File: src/rtl/pipeline_pkg.sv
// Shared definitions for the RV32I pipeline front end.
package pipeline_pkg;

  localparam logic [31:0] NOP_INSTR        = 32'h0000_0013;
  localparam logic [31:0] RESET_PC_DEFAULT = 32'hBFC0_0000;
  localparam logic [31:0] PC_STEP          = 32'd4;

  typedef enum logic [1:0] {
    FETCH = 2'd0,
    HOLD  = 2'd1,
    DROP  = 2'd2
  } fetch_state_t;

endpackage

File: src/rtl/sat_counter.sv
// Saturating up-counter with synchronous active-high clear.
module sat_counter #(
  parameter int unsigned WIDTH = 32
) (
  input  logic             clk,
  input  logic             rst,
  input  logic             inc,
  output logic [WIDTH-1:0] count
);

  // Count qualifying cycles, sticking at all-ones.
  always_ff @(posedge clk) begin
    if (rst) begin
      count <= '0;
    end else if (inc && (count != {WIDTH{1'b1}})) begin
      count <= count + WIDTH'(1);
    end
  end

endmodule

File: src/rtl/fetch_stage.sv
// Instruction fetch with IF/ID register, variable-latency imem handshake and perf counters.
module fetch_stage
  import pipeline_pkg::*;
#(
  parameter logic [31:0] RESET_PC  = RESET_PC_DEFAULT,
  parameter int unsigned CNT_WIDTH = 32
) (
  input  logic                 clk,
  input  logic                 rst,
  input  logic                 Stall,
  input  logic                 Flush,
  input  logic [31:0]          PCTargetE,
  output logic                 imem_req,
  output logic [31:0]          imem_addr,
  input  logic                 imem_valid,
  input  logic [31:0]          imem_rdata,
  output logic [31:0]          InstrD,
  output logic [31:0]          PCD,
  output logic [31:0]          PCPlus4D,
  output logic                 ValidD,
  output logic                 ImemWait,
  output logic [CNT_WIDTH-1:0] stall_cnt,
  output logic [CNT_WIDTH-1:0] flush_cnt,
  output logic [CNT_WIDTH-1:0] bubble_cnt
);

  fetch_state_t state;
  logic [31:0]  pcf;
  logic [31:0]  saved_pc;
  logic [31:0]  hold_buf;
  logic [31:0]  target;
  logic         bubble_inc;

  // Targets are word aligned; the low two bits are dropped.
  assign target = PCTargetE & ~32'd3;

  // PCF is never advanced while a dropped request is pending, so the address is always PCF.
  assign imem_req   = (state != HOLD);
  assign imem_addr  = pcf;
  assign ImemWait   = ((state == FETCH) && !imem_valid) || (state == DROP);
  assign bubble_inc = (state == FETCH) && !imem_valid && !Stall && !Flush;

  // Fetch FSM, PC and IF/ID register.
  always_ff @(posedge clk) begin
    if (rst) begin
      state    <= FETCH;
      pcf      <= RESET_PC;
      saved_pc <= '0;
      hold_buf <= '0;
      InstrD   <= NOP_INSTR;
      PCD      <= '0;
      PCPlus4D <= '0;
      ValidD   <= 1'b0;
    end else begin
      case (state)
        FETCH: begin
          if (Flush) begin
            InstrD <= NOP_INSTR;
            ValidD <= 1'b0;
            if (imem_valid) begin
              pcf <= target;
            end else begin
              saved_pc <= target;
              state    <= DROP;
            end
          end else if (Stall) begin
            if (imem_valid) begin
              hold_buf <= imem_rdata;
              state    <= HOLD;
            end
          end else if (imem_valid) begin
            InstrD   <= imem_rdata;
            PCD      <= pcf;
            PCPlus4D <= pcf + PC_STEP;
            ValidD   <= 1'b1;
            pcf      <= pcf + PC_STEP;
          end else begin
            InstrD <= NOP_INSTR;
            ValidD <= 1'b0;
          end
        end
        HOLD: begin
          if (Flush) begin
            InstrD <= NOP_INSTR;
            ValidD <= 1'b0;
            pcf    <= target;
            state  <= FETCH;
          end else if (!Stall) begin
            InstrD   <= hold_buf;
            PCD      <= pcf;
            PCPlus4D <= pcf + PC_STEP;
            ValidD   <= 1'b1;
            pcf      <= pcf + PC_STEP;
            state    <= FETCH;
          end
        end
        DROP: begin
          if (imem_valid) begin
            pcf   <= Flush ? target : saved_pc;
            state <= FETCH;
          end else if (Flush) begin
            saved_pc <= target;
          end
          if (Flush || !Stall) begin
            InstrD <= NOP_INSTR;
            ValidD <= 1'b0;
          end
        end
        default: begin
          state <= FETCH;
        end
      endcase
    end
  end

  sat_counter #(.WIDTH(CNT_WIDTH)) u_stall_cnt (
    .clk   (clk),
    .rst   (rst),
    .inc   (Stall),
    .count (stall_cnt)
  );

  sat_counter #(.WIDTH(CNT_WIDTH)) u_flush_cnt (
    .clk   (clk),
    .rst   (rst),
    .inc   (Flush),
    .count (flush_cnt)
  );

  sat_counter #(.WIDTH(CNT_WIDTH)) u_bubble_cnt (
    .clk   (clk),
    .rst   (rst),
    .inc   (bubble_inc),
    .count (bubble_cnt)
  );

endmodule

File: config.mk
export PLATFORM = sky130hd
export DESIGN_NAME = fetch_stage
export DESIGN_NICKNAME = d
export VERILOG_FILES = /design/src/rtl/pipeline_pkg.sv /design/src/rtl/sat_counter.sv /design/src/rtl/fetch_stage.sv
export SDC_FILE = /design/constraint.sdc
export NUM_CORES = 1
export LEC_CHECK = 0
export ABC_AREA = 0
export CAP_MARGIN = 30
export CORE_ASPECT_RATIO = 0.9
export CORE_MARGIN = 4
export CORE_UTILIZATION = 30
export DETAILED_ROUTE_END_ITERATION = 8
export PLACE_DENSITY = 0.64
export SLEW_MARGIN = 40
export SYNTH_ARGS = -nofsm -noshare
export SYNTH_HDL_FRONTEND = slang
export SYNTH_SLANG_ARGS = --single-unit
File: constraint.sdc
create_clock -name clk -period 2.1 [get_ports clk]
set_input_delay 0.315 -clock clk [delete_from_list [all_inputs] [get_ports clk]]
set_output_delay 0.315 -clock clk [all_outputs]
set_load 0.05 [all_outputs]
* After elaboration in Yosys (flattened, before gate mapping)
Index checks and enable logic that the tools add are counted.
** Storage, ports and cells
- Output and inout bits :: 227
- Register bits after elaboration :: 291
- Bits of input ports :: 69
** Cells by class
- Bitwise gates (word level) :: 1
- Reduce and logical (&&, ||, !) cells :: 21
- Equality and inequality tests :: 21
- Mux-type cells :: 44
- Add/sub/neg operators :: 4
** Operators with widths (count)
- 32-bit 2-to-1 mux :: 24
- 32-bit one-hot mux with 2 select lines :: 3
- 32-bit one-hot mux with 3 select lines :: 2
- 32-bit by 1-bit adder with 32-bit output, second input constant :: 3
- 32-bit inequality test, second input constant :: 3
- 32-bit by 3-bit adder with 32-bit output, second input constant :: 1
- 2-bit inequality test, second input constant :: 9
- 3-bit inequality test, second input constant :: 5
- 2-bit 2-to-1 mux :: 7
- 4-bit AND reduction :: 3
- 5-bit AND reduction :: 2
- 1-bit logical AND :: 6
- 1-bit 2-to-1 mux :: 6
- 2-bit one-hot mux with 3 select lines :: 1
- 6-bit AND reduction :: 1
- 2-bit by 1-bit inequality test with 1-bit output, second input constant :: 2
- 2-bit nonzero test :: 2
- 1-bit zero test :: 3
- 1-bit one-hot mux with 3 select lines :: 1
- 3-bit nonzero test :: 1
- 2-bit by 1-bit == test with 1-bit output, second input constant :: 1
- 2-bit == test, second input constant :: 1
- 2-bit zero test :: 1
- 1-bit logical OR :: 2
- 1-bit inverter :: 1

* Depth between registers and ports, before layout
Gate-level depths: netlist (run 1).
- Depth in word-level cells :: 5
- Depth in mapped cells :: 10

* Cells and area by module
Synthesis (run 1) repeated with hierarchy kept, for this count alone.
** Second synthesis, totals
- Cell total of the unflattened synthesis :: 1672
- Area, all modules :: 13534.2 um^2
** By module, submodules not included
- fetch_stage :: area an instance 8579.5 um^2, seq. area each 3863.7 um^2, cells each 1087, instances 1
- sat_counter at u_bubble_cnt ... :: area an instance 1674.1 um^2, seq. area each 640.6 um^2, cells each 199, instances 2
- sat_counter at u_stall_cnt :: area an instance 1606.5 um^2, seq. area each 640.6 um^2, cells each 187, instances 1

* Worst setup path before layout (run 1)
OpenSTA, ideal clock, no wires.
- Path type :: reg2reg
- From :: register pcf[2], in the netlist imem_addr[2]
- To :: register pcf[26], in the netlist imem_addr[26]
- Stages on the path, launching flop included :: 8
- Library setup time :: 0.116 ns
- Data arrival time :: 2.498 ns
- Data required time :: 1.984 ns
- Path slack :: -0.514 ns
- Path buffers :: 1
- Path through :: dfxtp_1 -> ha_1 -> nand3_2 -> or4_1 -> buf_4 -> nor4_4 -> nand4_1 -> a31o_2
** On the way
- Word-level cells in the longest chain between the ends :: 5
- Elaborated cells on any way between the ends :: 7
** Ends and longest elaborated chain
- start: declaration :: line fetch_stage.sv:28 : logic [31:0] pcf;
- start signal: assignment :: line fetch_stage.sv:61 : pcf <= target;
- start signal: assignment :: line fetch_stage.sv:76 : pcf <= pcf + PC_STEP;
- start signal: assignment :: line fetch_stage.sv:86 : pcf <= target;
- 32-bit by 3-bit adder with 32-bit output * :: line fetch_stage.sv:76, fetch_stage.sv:93
- 32-bit 2-to-1 mux :: line fetch_stage.sv:71 : end else if (imem_valid) begin
- 32-bit 2-to-1 mux :: line fetch_stage.sv:66 : end else if (Stall) begin
- 32-bit 2-to-1 mux :: line fetch_stage.sv:57 : if (Flush) begin
- 32-bit one-hot mux with 3 select lines * :: line fetch_stage.sv:55 : case (state)
Every way passes the cells marked *; elsewhere a longest branch is shown, timed or not. The select of a mux whose other input is x is not followed.
A chain may end at the register's enable or synchronous reset.

* Worst setup path in the final report (run 1)
- From :: register state[1]
- To :: register u_bubble_cnt.count[11]
** On the way
- Word-level cells in the longest chain between the ends :: 5
** Ends and longest elaborated chain
- start: declaration :: line fetch_stage.sv:27 : fetch_state_t state;
- start signal: assignment :: line fetch_stage.sv:46 : state <= FETCH;
- start signal: assignment :: line fetch_stage.sv:64 : state <= DROP;
- start signal: assignment :: line fetch_stage.sv:69 : state <= HOLD;
- 2-bit zero test :: line fetch_stage.sv:41 : assign bubble_inc = (state == FETCH) && !imem_valid && !Stall && !Flush;
- 1-bit logical AND (3 in series) :: line fetch_stage.sv:41
- 1-bit logical AND :: line sat_counter.sv:15 : end else if (inc && (count != {WIDTH{1'b1}})) begin
- end signal: assignment :: line sat_counter.sv:16 : count <= count + WIDTH'(1);
- end: declaration :: line sat_counter.sv:8 : output logic [WIDTH-1:0] count
Every way passes these cells.

==> results of run 1 <==
[worst reg2reg max path, delay by kind of cell (launching register included)]
family	cells	cell delay, ns
simple gates	4	1.45
flops	1	0.32
fa+ha+maj	1	0.16
compound gates	1	0.11
buf+inv	1	0.07
[metal layers]
layer,share of wire,track usage
met4,0.020,0.05515
met3,0.072,0.04539
met5,0.00090,0
met2,0.46,0.3041
met1,0.45,0.2592
[state kept, by name (all words and copies together), names as in the netlist]
signal / cells
InstrD: 32
PCD: 32
hold_buf: 32
imem_addr: 32
saved_pc: 32
u_bubble_cnt.count: 32
u_flush_cnt.count: 32
u_stall_cnt.count: 32
PCPlus4D: 30
state: 2
ValidD: 1
[cells by family (layout without fill, tap and decap cells)]
kind of cell	Yosys count	count (layout)
adders and majority gates	8	8
buffers and inverters	164	574
xor gates and xnor gates	35	35
DFF	289	289
AOI/OAI and AO/OA	427	427
muxes	18	18
other	0	1
and+or+nand+nor	737	737
[cells in the final DEF (no fill, tap or decap), types with 22 or more instances in the layout]
cell type / Yosys / final
a211oi_1: 26 / 22
a21oi_1: 181 / 172
a221oi_1: 33 / 32
and3_1: 22 / 22
buf_12: 0 / 24
buf_4: 5 / 173
clkbuf_16: 0 / 41
clkdlybuf4s50_1: 0 / 201
dfxtp_1: 289 / 191
dfxtp_2: 0 / 60
dfxtp_4: 0 / 38
dlygate4sd2_1: 0 / 54
inv_1: 27 / 25
nand2_1: 284 / 283
nand3_1: 49 / 48
nand4_1: 33 / 33
nor2_1: 125 / 124
nor3_1: 60 / 55
o21ai_0: 67 / 67
o31ai_1: 37 / 32
or3_1: 43 / 38
or4_1: 37 / 28
[power groups by stage]
stage / Clock [W] / Combinational, W / Sequential (W)
6_report: 0.00605 / 0.00318 / 0.00593
5_1_grt: 0.00643 / 0.00340 / 0.00596
4_1_cts: 0.00623 / 0.00311 / 0.00593
3_5_place_dp: 0 / 0.00306 / 0.00605
3_3_place_gp: 0 / 0.00302 / 0.00604
2_1_floorplan: 0 / 0.00108 / 0.00671
[worst max path at each step]
stage | start | depth (start not counted) | end | slack [ns]
after floorplan | state[1] | 8 | u_bubble_cnt.count[13] | -0.11
after global placement | Stall | 6 | u_bubble_cnt.count[9] | -0.49
after detailed placement | Stall | 7 | imem_addr[17] | -0.48
after CTS | state[1] | 7 | u_bubble_cnt.count[11] | -0.10
after global routing | state[0] | 7 | u_bubble_cnt.count[11] | -0.17
final | state[1] | 7 | u_bubble_cnt.count[11] | -0.1
[final cells by class]
type | instances | area [um2] | area share
antenna | 1 | 2.502 | 0.0001247
tap | 600 | 750.7 | 0.03741
inverter | 27 | 101.3 | 0.005050
clock inverter | 5 | 52.55 | 0.002619
sequential | 289 | 6003 | 0.2991
timing repair buffer | 484 | 4697 | 0.2341
clock buffer | 58 | 1086 | 0.05412
multi-input combinational | 1225 | 7375 | 0.3675
[stage by stage]
step	area (um2)	setup slack, ns	std cells
detailed placement	18410	-0.4769	2605
finish	20070	-0.09593	2689
CTS	19620	-0.1036	2673
floorplan	13800	-0.1109	1678
global route	20070	-0.1675	2689
global placement	18410	-0.4888	2605
[repair_timing]
action | CTS | global route
resized for setup | 68 | 65
endpoints found under the setup margin | 90 | 159
gates cloned | 1 | 4
setup buffers | 4 | 12
pin swaps | 9 | 16
hold endpoints to repair | 0 | 0
==> results.tsv, run 1 <==
stage	metric	value	unit
sta	final_hold_viol_count	0	
synthesis	synth_top_area_frac	0.4304	
synthesis	seq_area_frac_synth	0.4304	
synthesis	synth_top_family_by_area	simple AND/OR/NAND/NOR gates	
sta	fin_tns_setup	-0.4105	ns
synthesis	synth_common_cells	dfxtp_1 (289), nand2_1 (284), a21oi_1 (181)	
finish	area_growth	49.30	%
routing	viasPerCell	5.283	
sta	grt_setup_unrepaired	true	
synthesis	synth_compound_area_frac	0.2026	
synthesis	syn_avg_cell_area	8.011	um2
pwr	ir_drop	0.4363	mV
setup_path	crit_top_cell	or3_4	
sta	period_share	1.046	
setup_path	cp_max_fo	5	
job	maxCapViolations	0	
grt	gr-total-overflow	0	
synthesis	ys_warn_count	0	
setup_path	critical_path_buf_inv_count	1	
sta	setup_viol	9	
finish	final_util	0.4540	
synthesis	synthAdderAreaFrac	0.007447	
sta	slew_headroom	0.6111	
outcome	violations	setup timing	
synthesis	synth_area_leaders	dfxtp_1 (43%), nand2_1 (7.9%), a21oi_1 (6.7%)	
pwr	comb_power_share	0.210	
clock_network	cts_made_buffers	35	
synthesis	yosysMostFrequentCell	dfxtp_1	
floorplanning	fp.coreArea	0.04421	mm2
floorplanning	ios	296	
place	port_buffers	293	
setup_path	cp.arrival	2.65	ns
grt	grt_pass1_wl	75710	um
pwr	power_frac_seq	0.391	
hold_path	hold_start	rst	
setup_path	critPathKind	flip-flop to flip-flop	
setup_path	reg2reg_from	state[1]	
grt	first_global_vias	13600	
pwr	total_leakage_power	7.569	nW
sta	timing.hold.ws	0.2201	ns
clock_network	cts_tree	yes	
setup_path	r2r_cells	7	
synthesis	synthDistinctLibCells	72	
setup_path	slowest_stage	or4b_4	
setup_path	regToRegSetupSlack	-0.1	ns
grt	antenna_found_initial	4	
routing	drc	0	
sta	setup_slack	-0.09593	ns
routing	drtAntennaViolNets	0	
place	gp_congestion	0.8463	
clock_network	worstSkewPairLatency	0.52	ns
sta	clock_skew	0.01449	ns
pwr	switchingPower	0.004553	W
clock_network	holdBufCountCts	0	
pwr	clock_power_share	0.399	
synthesis	synth_seq_cells	289	
clock_network	htree_levels	2	
synthesis	synthMuxAreaShare	0.01424	
routing	drt_iter0_markers	1031	
floorplanning	start_util	0.3041	
hold_path	worstHoldPathType	primary input to flip-flop	
sta	period_needed	2.196	ns
synthesis	ys_dominant_reg_cell	dfxtp_1	
synthesis	synth_edf_count	0	
setup_path	worstPathRequired	2.55	ns
synthesis	synth_largest_area_cell	dfxtp_1	
sta	max_freq	455.4	MHz
sta	worstMarginPinSlew	0.5815	ns
grt	grt.total_usage	0.1911	
setup_path	critPathLaunchType	flip-flop	
pwr	powerDensity	755.3	mW/mm2
floorplanning	rows	73	
hold_path	whs_path_depth	2	
routing	wl	48770	um
routing	wire_per_inst	18.14	um
place	dp_hpwl	33980	um
clock_network	clock_sinks	289	
floorplanning	die_h	208.8	um
pwr	finalPower	0.01516	W
setup_path	reg2reg_to	u_bubble_cnt.count[11]	
pwr	p_sw_frac	0.3004	
setup_path	crit_family	simple AND/OR/NAND/NOR gates	
synthesis	syn_area	0.01344	mm2
sta	final_max_slew_viol_count	0	
synthesis	synth_cells	1678	
pwr	internal-power	0.01060	W
routing	firstDrtPassIters	5	
hold_path	hold-path-endpoint	PCPlus4D[2]	
setup_path	crit_path_max_incr_delay	0.48	ns
clock_network	cts_buffer_depth	3	
routing	vias	14210	
clock_network	clk_pin_slew	0.06	ns
finish	fillers	4276	
finish	drive_gt1_frac	0.2179	
synthesis	syn-num-nets	1755	
synthesis	synth_xor_area_frac	0.02281	
finish	nets	2139	
synthesis	async_flop_share	0	
outcome	status	finished, violations left	
synthesis	synth-simple-area-share	0.2731	
grt	grt_max_degree	54	
setup_path	path_cells	inv_2, ha_4, or4b_4, or2_4, or3_4, or3_4, a21oi_2	
floorplanning	fp.dieW	231.1	um
floorplanning	dieArea	0.04826	mm2
setup_path	worst_setup_path_end_kind	flip-flop	
clock_network	clockRootBuffer	clkbuf_16	
No activity file was read; power rests on OpenSTA's default activity.
==> run 2: changes to the inputs <==
PLACE_DENSITY = 0.62   (was 0.64)
clock period = 2.8 ns   (was 2.1 ns; I/O delays follow)
==> results.tsv, run 2 (synthesis gave the netlist of run 1 again) <==
stage	metric	value	unit	change
setup_path	critPathLaunchType	flip-flop		unchanged
pwr	ir_drop	0.4116	mV	was 0.4363 mV
place	dp_hpwl	31800	um	was 33980 um
sta	final_hold_viol_count	0		unchanged
grt	grt_pass1_wl	72870	um	was 75710 um
floorplanning	rows	73		unchanged
finish	final_common_cell	clkdlybuf4s50_1		was nand2_1
hold_path	worstHoldPathType	primary input to flip-flop		unchanged
clock_network	post_cts_buffers	0		was 4
setup_path	cp_max_fo	8		was 5
pwr	internal-power	0.007821	W	was 0.01060 W
clock_network	cts_made_buffers	35		unchanged
clock_network	htree_levels	2		unchanged
setup_path	cp.arrival	2.20	ns	was 2.65 ns
grt	grt_max_degree	100		was 54
pwr	total_leakage_power	6.208	nW	was 7.569 nW
floorplanning	dieArea	0.04826	mm2	unchanged
sta	grt_setup_unrepaired	false		was true
setup_path	crit_top_cell	inv_1		was or3_4
outcome	status	finished clean		was finished, violations left
place	port_buffers	293		unchanged
clock_network	cts_buffer_depth	3		unchanged
setup_path	slowest_stage	clkdlybuf4s50_1		was or4b_4
sta	setup_viol	0		was 9
floorplanning	fp.coreArea	0.04421	mm2	unchanged
sta	slew_headroom	0.5066		was 0.6111
floorplanning	start_util	0.3041		unchanged
sta	max_freq	382.2	MHz	
sta	final_max_slew_viol_count	0		unchanged
finish	layout_common_cells	clkdlybuf4s50_1 (290), dfxtp_1 (289), nand2_1 (284)		was nand2_1 (283), clkdlybuf4s50_1 (201), dfxtp_1 (191)
routing	drtAntennaViolNets	0		unchanged
routing	drt_iter0_markers	984		was 1031
pwr	switchingPower	0.003298	W	was 0.004553 W
clock_network	holdBufCountCts	0		unchanged
sta	worstMarginPinSlew	0.7333	ns	was 0.5815 ns
setup_path	path_cells	inv_1, ha_1, buf_4, inv_1, clkdlybuf4s50_1		was inv_2, ha_4, or4b_4, or2_4, or3_4, or3_4, a21oi_2
clock_network	cts_tree	yes		unchanged
clock_network	ctsResizeCount	0		was 68
place	gp_congestion	0.8095		was 0.8463
finish	drive_gt1_frac	0.08629		was 0.2179
routing	wl	45760	um	was 48770 um
setup_path	critPathKind	flip-flop to output pin		was flip-flop to flip-flop
pwr	clock_power_share	0.408		was 0.399
sta	period_share	0.9344		
job	maxCapViolations	0		unchanged
sta	clock_skew	0.008618	ns	was 0.01449 ns
floorplanning	die_h	208.8	um	unchanged
sta	period_needed	2.616	ns	
setup_path	crit_path_max_incr_delay	0.82	ns	was 0.48 ns
clock_network	clock_sinks	289		unchanged
routing	wire_per_inst	17.78	um	was 18.14 um
grt	gr-total-overflow	0		unchanged
grt	grt.total_usage	0.1829		was 0.1911
clock_network	clockRootBuffer	clkbuf_16		unchanged
routing	firstDrtPassIters	5		unchanged
setup_path	worst_setup_path_end_kind	output pin		was flip-flop
pwr	comb_power_share	0.189		was 0.210
routing	drc	0		unchanged
pwr	p_sw_frac	0.2966		was 0.3004
finish	area_growth	36.70	%	was 49.30%
routing	viasPerCell	5.261		was 5.283
floorplanning	ios	296		unchanged
grt	first_global_vias	13070		was 13.60k
setup_path	worstPathRequired	2.38	ns	was 2.55 ns
finish	final_area	0.01838	mm2	was 0.02007 mm2
pwr	power_frac_seq	0.403		was 0.391
floorplanning	fp.dieW	231.1	um	unchanged
clock_network	worstSkewPairLatency	0.53	ns	was 0.52 ns
grt	antenna_found_initial	3		was 4
place	place_area	0.01723	mm2	was 0.01841 mm2
routing	vias	13540		was 14.21k
pwr	powerDensity	605.1	mW/mm2	was 755.3 mW/mm2
clock_network	clk_pin_slew	0.06	ns	about the same
finish	nets	2024		was 2139
sta	fin_tns_setup	0	ns	was -0.4105 ns
## run 2: routing by layer
metal	global-route usage	up-vias	wire length (um)
li1	-	6612	-
met2	0.2852	425	20330
met4	0.06117	0	1167
met3	0.04417	74	3247
met1	0.2490	6425	21010
met5	0	-	0
## run 2: layout make-up
class	count	area (um2)
Sequential cell	289	5786
Clock buffer	51	1008
Timing Repair Buffer	369	3573
Multi-Input combinational cell	1225	7025
Inverter	27	101.3
Tap cell	600	750.7
Antenna cell	3	7.507
Clock inverter	9	122.6
Fill cell	4454	25830
## run 2: path summary, 6_finish.rpt
kind,slack (ns),to,depth (start not counted),from
worst max-delay path,0.18,imem_req,5,state[1]
worst min-delay path,0.25,u_stall_cnt.count[17],2,rst
worst max register to register,0.33,imem_addr[30],7,state[0]
worst min register to register,0.45,saved_pc[29],2,saved_pc[29]
## run 2: power by group through the flow
stage          clock network, W  registers (W)  logic, W
2_1_floorplan                 0        0.00504  0.000796
3_3_place_gp                  0        0.00456   0.00209
3_5_place_dp                  0        0.00457   0.00211
4_1_cts                 0.00468        0.00448   0.00212
5_1_grt                 0.00485        0.00450   0.00226
6_report                0.00454        0.00448   0.00210
## run 2: stage by stage
stage | cells | total power (W) | hold WS [ns] | setup slack (ns) | util
floorplan | 1678 | 0.005840 | 0.4312 | 0.1855 | -
global placement | 2509 | 0.006652 | 0.4380 | 0.1087 | 0.3898
detailed placement | 2509 | 0.006679 | 0.4438 | 0.04296 | 0.3898
CTS | 2569 | 0.01128 | 0.2129 | 0.1111 | 0.4154
global route | 2573 | 0.01161 | 0.2356 | 0.05690 | 0.4157
finish | 2573 | 0.01112 | 0.2542 | 0.1837 | 0.4157
## run 2: critical path, delay by kind of cell (launching register included)
kind / cells / cell delay, ns
flip-flops: 1 / 0.36
buffers and inverters: 4 / 1.12
adder cells (fa/ha/maj): 1 / 0.18
==> patch 1: new RTL, flow settings as in run 1 <==
`CNT_WIDTH`: 32 -> 64.
--- a/src/rtl/fetch_stage.sv
+++ b/src/rtl/fetch_stage.sv
@@ -3,7 +3,7 @@
   import pipeline_pkg::*;
 #(
   parameter logic [31:0] RESET_PC  = RESET_PC_DEFAULT,
-  parameter int unsigned CNT_WIDTH = 32
+  parameter int unsigned CNT_WIDTH = 64
 ) (
   input  logic                 clk,
   input  logic                 rst,
Interface: changed (resized bubble_cnt, flush_cnt and stall_cnt); port bits go from 296 to 392. The function was not compared with the original's and may differ.
==> patch 1 against run 1 <==
The flow still finishes with violations (setup timing). Critical path depth rose by 1. Design area is 50% higher. Area after synthesis is 36% higher. Sequential cell count increased by 96. Power increased by 31%. Worst setup slack lost 0.19 ns. Non-clock buffer count grew 412. Die area increased by 34%. Maximum frequency down 8.0%. Utilization increased by 4.9 points. Routed wire length increased by 47%. Largest cell class unchanged. Largest power group unchanged.
==> patch 1: results (changes against run 1) <==
| Metric | Value |
|---|---|
| Routability cong. | `0.9246 (was 0.8463)` |
| Status | `complete, but fails checks (unchanged)` |
| WL/cell | `18.36 um (was 18.14 um)` |
| Final Net Count | `3,156 (was 2,139)` |
| Sw power | `0.005600 W (was 0.004553 W)` |
| Clock latency on the worst-skew pair | `0.58 ns (was 0.52 ns)` |
| Port Buffers | `389 (was 293)` |
| Leak | `12.69 nW (was 7.569 nW)` |
| Synth Area in Compound Gates | `15.80% (was 20.26%)` |
| Crit. Startpoint | `u_stall_cnt.count[3] (was state[1])` |
| Routed WL | `71.64 mm (was 48.77 mm)` |
| Peak supply drop | `0.5274 mV (was 0.4363 mV)` |
| Library cells used by synthesis | `74 (was 72)` |
| Clock Skew | `0.02534 ns (was 0.01449 ns)` |
| Sum Neg Setup Slack | `-12.91 ns (was -0.4105 ns)` |
| Number of global-route vias before repair | `19,900 (was 13,600)` |
| Hold Path End | `saved_pc[15] (was PCPlus4D[2])` |
| Crit-path max cell delay | `0.59 ns (was 0.48 ns)` |
| Post-synth top cells | `dfxtp_1 (385), nand2_1 (291), nor2_1 (282), a21oi_1 (192), clkbuf_1 (143) (was dfxtp_1 (289), nand2_1 (284), a21oi_1 (181), nor2_1 (125), clkbuf_1 (101))` |
| Global Route Usage Sum | `20.73% (was 19.11%)` |
| Mapped Nets | `2,374 (was 1,755)` |
| Met3 usage | `4.245% (was 4.539%)` |
| Reg2reg end | `u_stall_cnt.count[45] (was u_bubble_cnt.count[11])` |
| Seq/Total Area, Yosys | `42.26% (was 43.04%)` |
| Failing checks | `setup timing (unchanged)` |
| First DRT Iteration DRCs | `1,452 (was 1,031)` |
| Share of cells above drive strength 1 | `33.86% (was 21.79%)` |
| Worst Setup Slack, final | `-0.2879 ns (was -0.09593 ns)` |
| Adder-cell share of the synthesized area | `0.5488% (was 0.7447%)` |
| Largest net degree at the start of global routing | `67 (was 54)` |
| CTS buffer count | `46 (was 35)` |
| Layout fillers | `5,555 (was 4,276)` |
| First-pass GRT wire length | `111.0 mm (was 75.71 mm)` |
| Final setup vio count | `97 (was 9)` |
| Comb power | `0.00352 W (was 0.00318 W)` |
| Syn Inst Count | `2,297 (was 1,678)` |
## patch 1: final cells by class
class	count	share of cell area, %
repair buffers	896	26.84
diodes	3	0.02487
clock buffers	69	4.550
flip-flops and latches	385	27.18
inverters	26	0.3357
multi-input cells	1724	36.95
clock inverters	16	0.8661
well taps	783	3.245
## patch 1: metrics by stage
step | instance area [um^2] | util [%]
floorplan | 19240 | -
global placement | 26810 | 44.70
detailed placement | 26810 | 44.70
CTS | 29090 | 48.50
global route | 30190 | 50.33
finish | 30190 | 50.33
## patch 1: timing repair
action / in CTS / in global routing
setup endpoints to repair: 322 / 241
pin swaps: 67 / 126
gates resized for setup: 310 / 208
hold buffers: 0 / 0
buffers inserted: 30 / 51
gates cloned: 7 / 2
==> patch 2: new RTL, config.mk and constraints of run 1 <==
Without the edit above. Reset style: asynchronous (`rst`), changed in 2 clocked blocks.
--- a/src/rtl/sat_counter.sv
+++ b/src/rtl/sat_counter.sv
@@ -9,7 +9,7 @@
 );
 
   // Count qualifying cycles, sticking at all-ones.
-  always_ff @(posedge clk) begin
+  always_ff @(posedge clk or posedge rst) begin
     if (rst) begin
       count <= '0;
     end else if (inc && (count != {WIDTH{1'b1}})) begin
--- a/src/rtl/fetch_stage.sv
+++ b/src/rtl/fetch_stage.sv
@@ -41,7 +41,7 @@
   assign bubble_inc = (state == FETCH) && !imem_valid && !Stall && !Flush;
 
   // Fetch FSM, PC and IF/ID register.
-  always_ff @(posedge clk) begin
+  always_ff @(posedge clk or posedge rst) begin
     if (rst) begin
       state    <= FETCH;
       pcf      <= RESET_PC;
Function: differs if rst is asserted again (counterexample within 4 cycles, from zero or initial values and one cycle with rst high); with rst held inactive, the same outputs for 4 cycles.
==> patch 2 against run 1 <==
Utilization fell by 0.68 points. Area after synthesis grew 0.21%. Non-clock buffer count is 11 lower. Sequential share of layout area is 6.7 points higher. Synthesized cell count down 25%. Sequential cell count unchanged. Routed wire length is 12% lower. Via count shrank 19%. Worst setup slack improved by 0.12 ns. Cell count fell by 13%. Design area shrank 1.3%. Critical endpoint is now imem_addr[30]. Highest routed layer unchanged.
Power is not compared: it rests on default switching activity, and its combinational part moved more than twofold at a synthesized area within 25%.
==> patch 2: results (changes against run 1) <==
| Metric | Value |
|---|---|
| Crit. Startpoint | `state[0] (was state[1])` |
| Synth Area per Inst | `10.70 um^2 (was 8.011 um^2)` |
| Share of cells above drive strength 1 | `24.70% (was 21.79%)` |
| Met3 routed WL | `2.568 mm (was 3.522 mm)` |
| Post-Layout Cell Count | `2,326 (was 2,689)` |
| Slowest stage cell on the critical path | `or4_4 (was or4b_4)` |
| Placed Area | `18,320 um^2 (was 18,410 um^2)` |
| Met3 usage | `3.803% (was 4.539%)` |
| GRT met2 Usage | `28.00% (was 30.41%)` |
| Adder-cell share of the synthesized area | `0.7431% (was 0.7447%)` |
| Worst EP arrival | `2.53 ns (was 2.65 ns)` |
| Routed via count | `11,480 (was 14,210)` |
| Largest net degree at the start of global routing | `66 (was 54)` |
| Post-place setup slack | `-0.2417 ns (was -0.4769 ns)` |
| Number of global-route vias before repair | `11,650 (was 13,600)` |
| Setup Fix Bufs, Post-CTS | `2 (was 4)` |
| Synth Area in Compound Gates | `11.13% (was 20.26%)` |
| WL met2 | `20.56 mm (was 22.31 mm)` |
| Multiplexer share of the synthesized area | `7.970% (was 1.424%)` |
| Hold crit path type | `input pin to asynchronous set/reset pin (was input pin to register)` |
| Library cells used by synthesis | `61 (was 72)` |
| First DRT Iteration DRCs | `589 (was 1,031)` |
| Global Route Usage Sum | `17.05% (was 19.11%)` |
| Clock Skew | `0.02613 ns (was 0.01449 ns)` |
| Status | `completed (was complete, but fails checks)` |
| Critical path destination | `imem_addr[30] (was u_bubble_cnt.count[11])` |
| Metal-1 WL | `18.60 mm (was 21.90 mm)` |
| Crit-path max cell delay | `0.51 ns (was 0.48 ns)` |
| Met1 global-route usage | `22.42% (was 25.92%)` |
| CTS buffer count | `34 (was 35)` |
| Routability cong. | `0.8874 (was 0.8463)` |
| Post-synth top cells | `dfrtp_1 (277), nand2_1 (140), mux2_2 (90), o21ai_0 (72), nand3_1 (64) (was dfxtp_1 (289), nand2_1 (284), a21oi_1 (181), nor2_1 (125), clkbuf_1 (101))` |
| Ys async rst share | `100.0% (was 0%)` |
| Clock latency on the worst-skew pair | `0.54 ns (was 0.52 ns)` |
## patch 2: changes by cell type after synthesis, moves of 71 or more
| cell | change |
|---|---|
| a21oi_1 | -148 |
| dfrtp_1 | +277 |
| dfxtp_1 | -289 |
| mux2_2 | +81 |
| nand2_1 | -144 |
| nor2_1 | -71 |
## patch 2: final cells by class
cell class,instances,area [um^2]
Inverter,22,93.84
Clock buffer,52,1010
Multi-Input combinational cell,880,6202
Antenna cell,1,2.502
Tap cell,600,750.7
Timing Repair Buffer,473,4385
Fill cell,4148,24490
Clock inverter,9,117.6
Sequential cell,289,7248
## patch 2: power by group through the flow
stage | clock network [W] | logic, W | registers [W]
after floorplan | 0 | 0.00375 | 0.0127
after global placement | 0 | 0.0126 | 0.00860
after detailed placement | 0 | 0.0128 | 0.00870
after CTS | 0.00612 | 0.0129 | 0.00861
after global routing | 0.00634 | 0.0139 | 0.00884
final | 0.00595 | 0.0131 | 0.00861
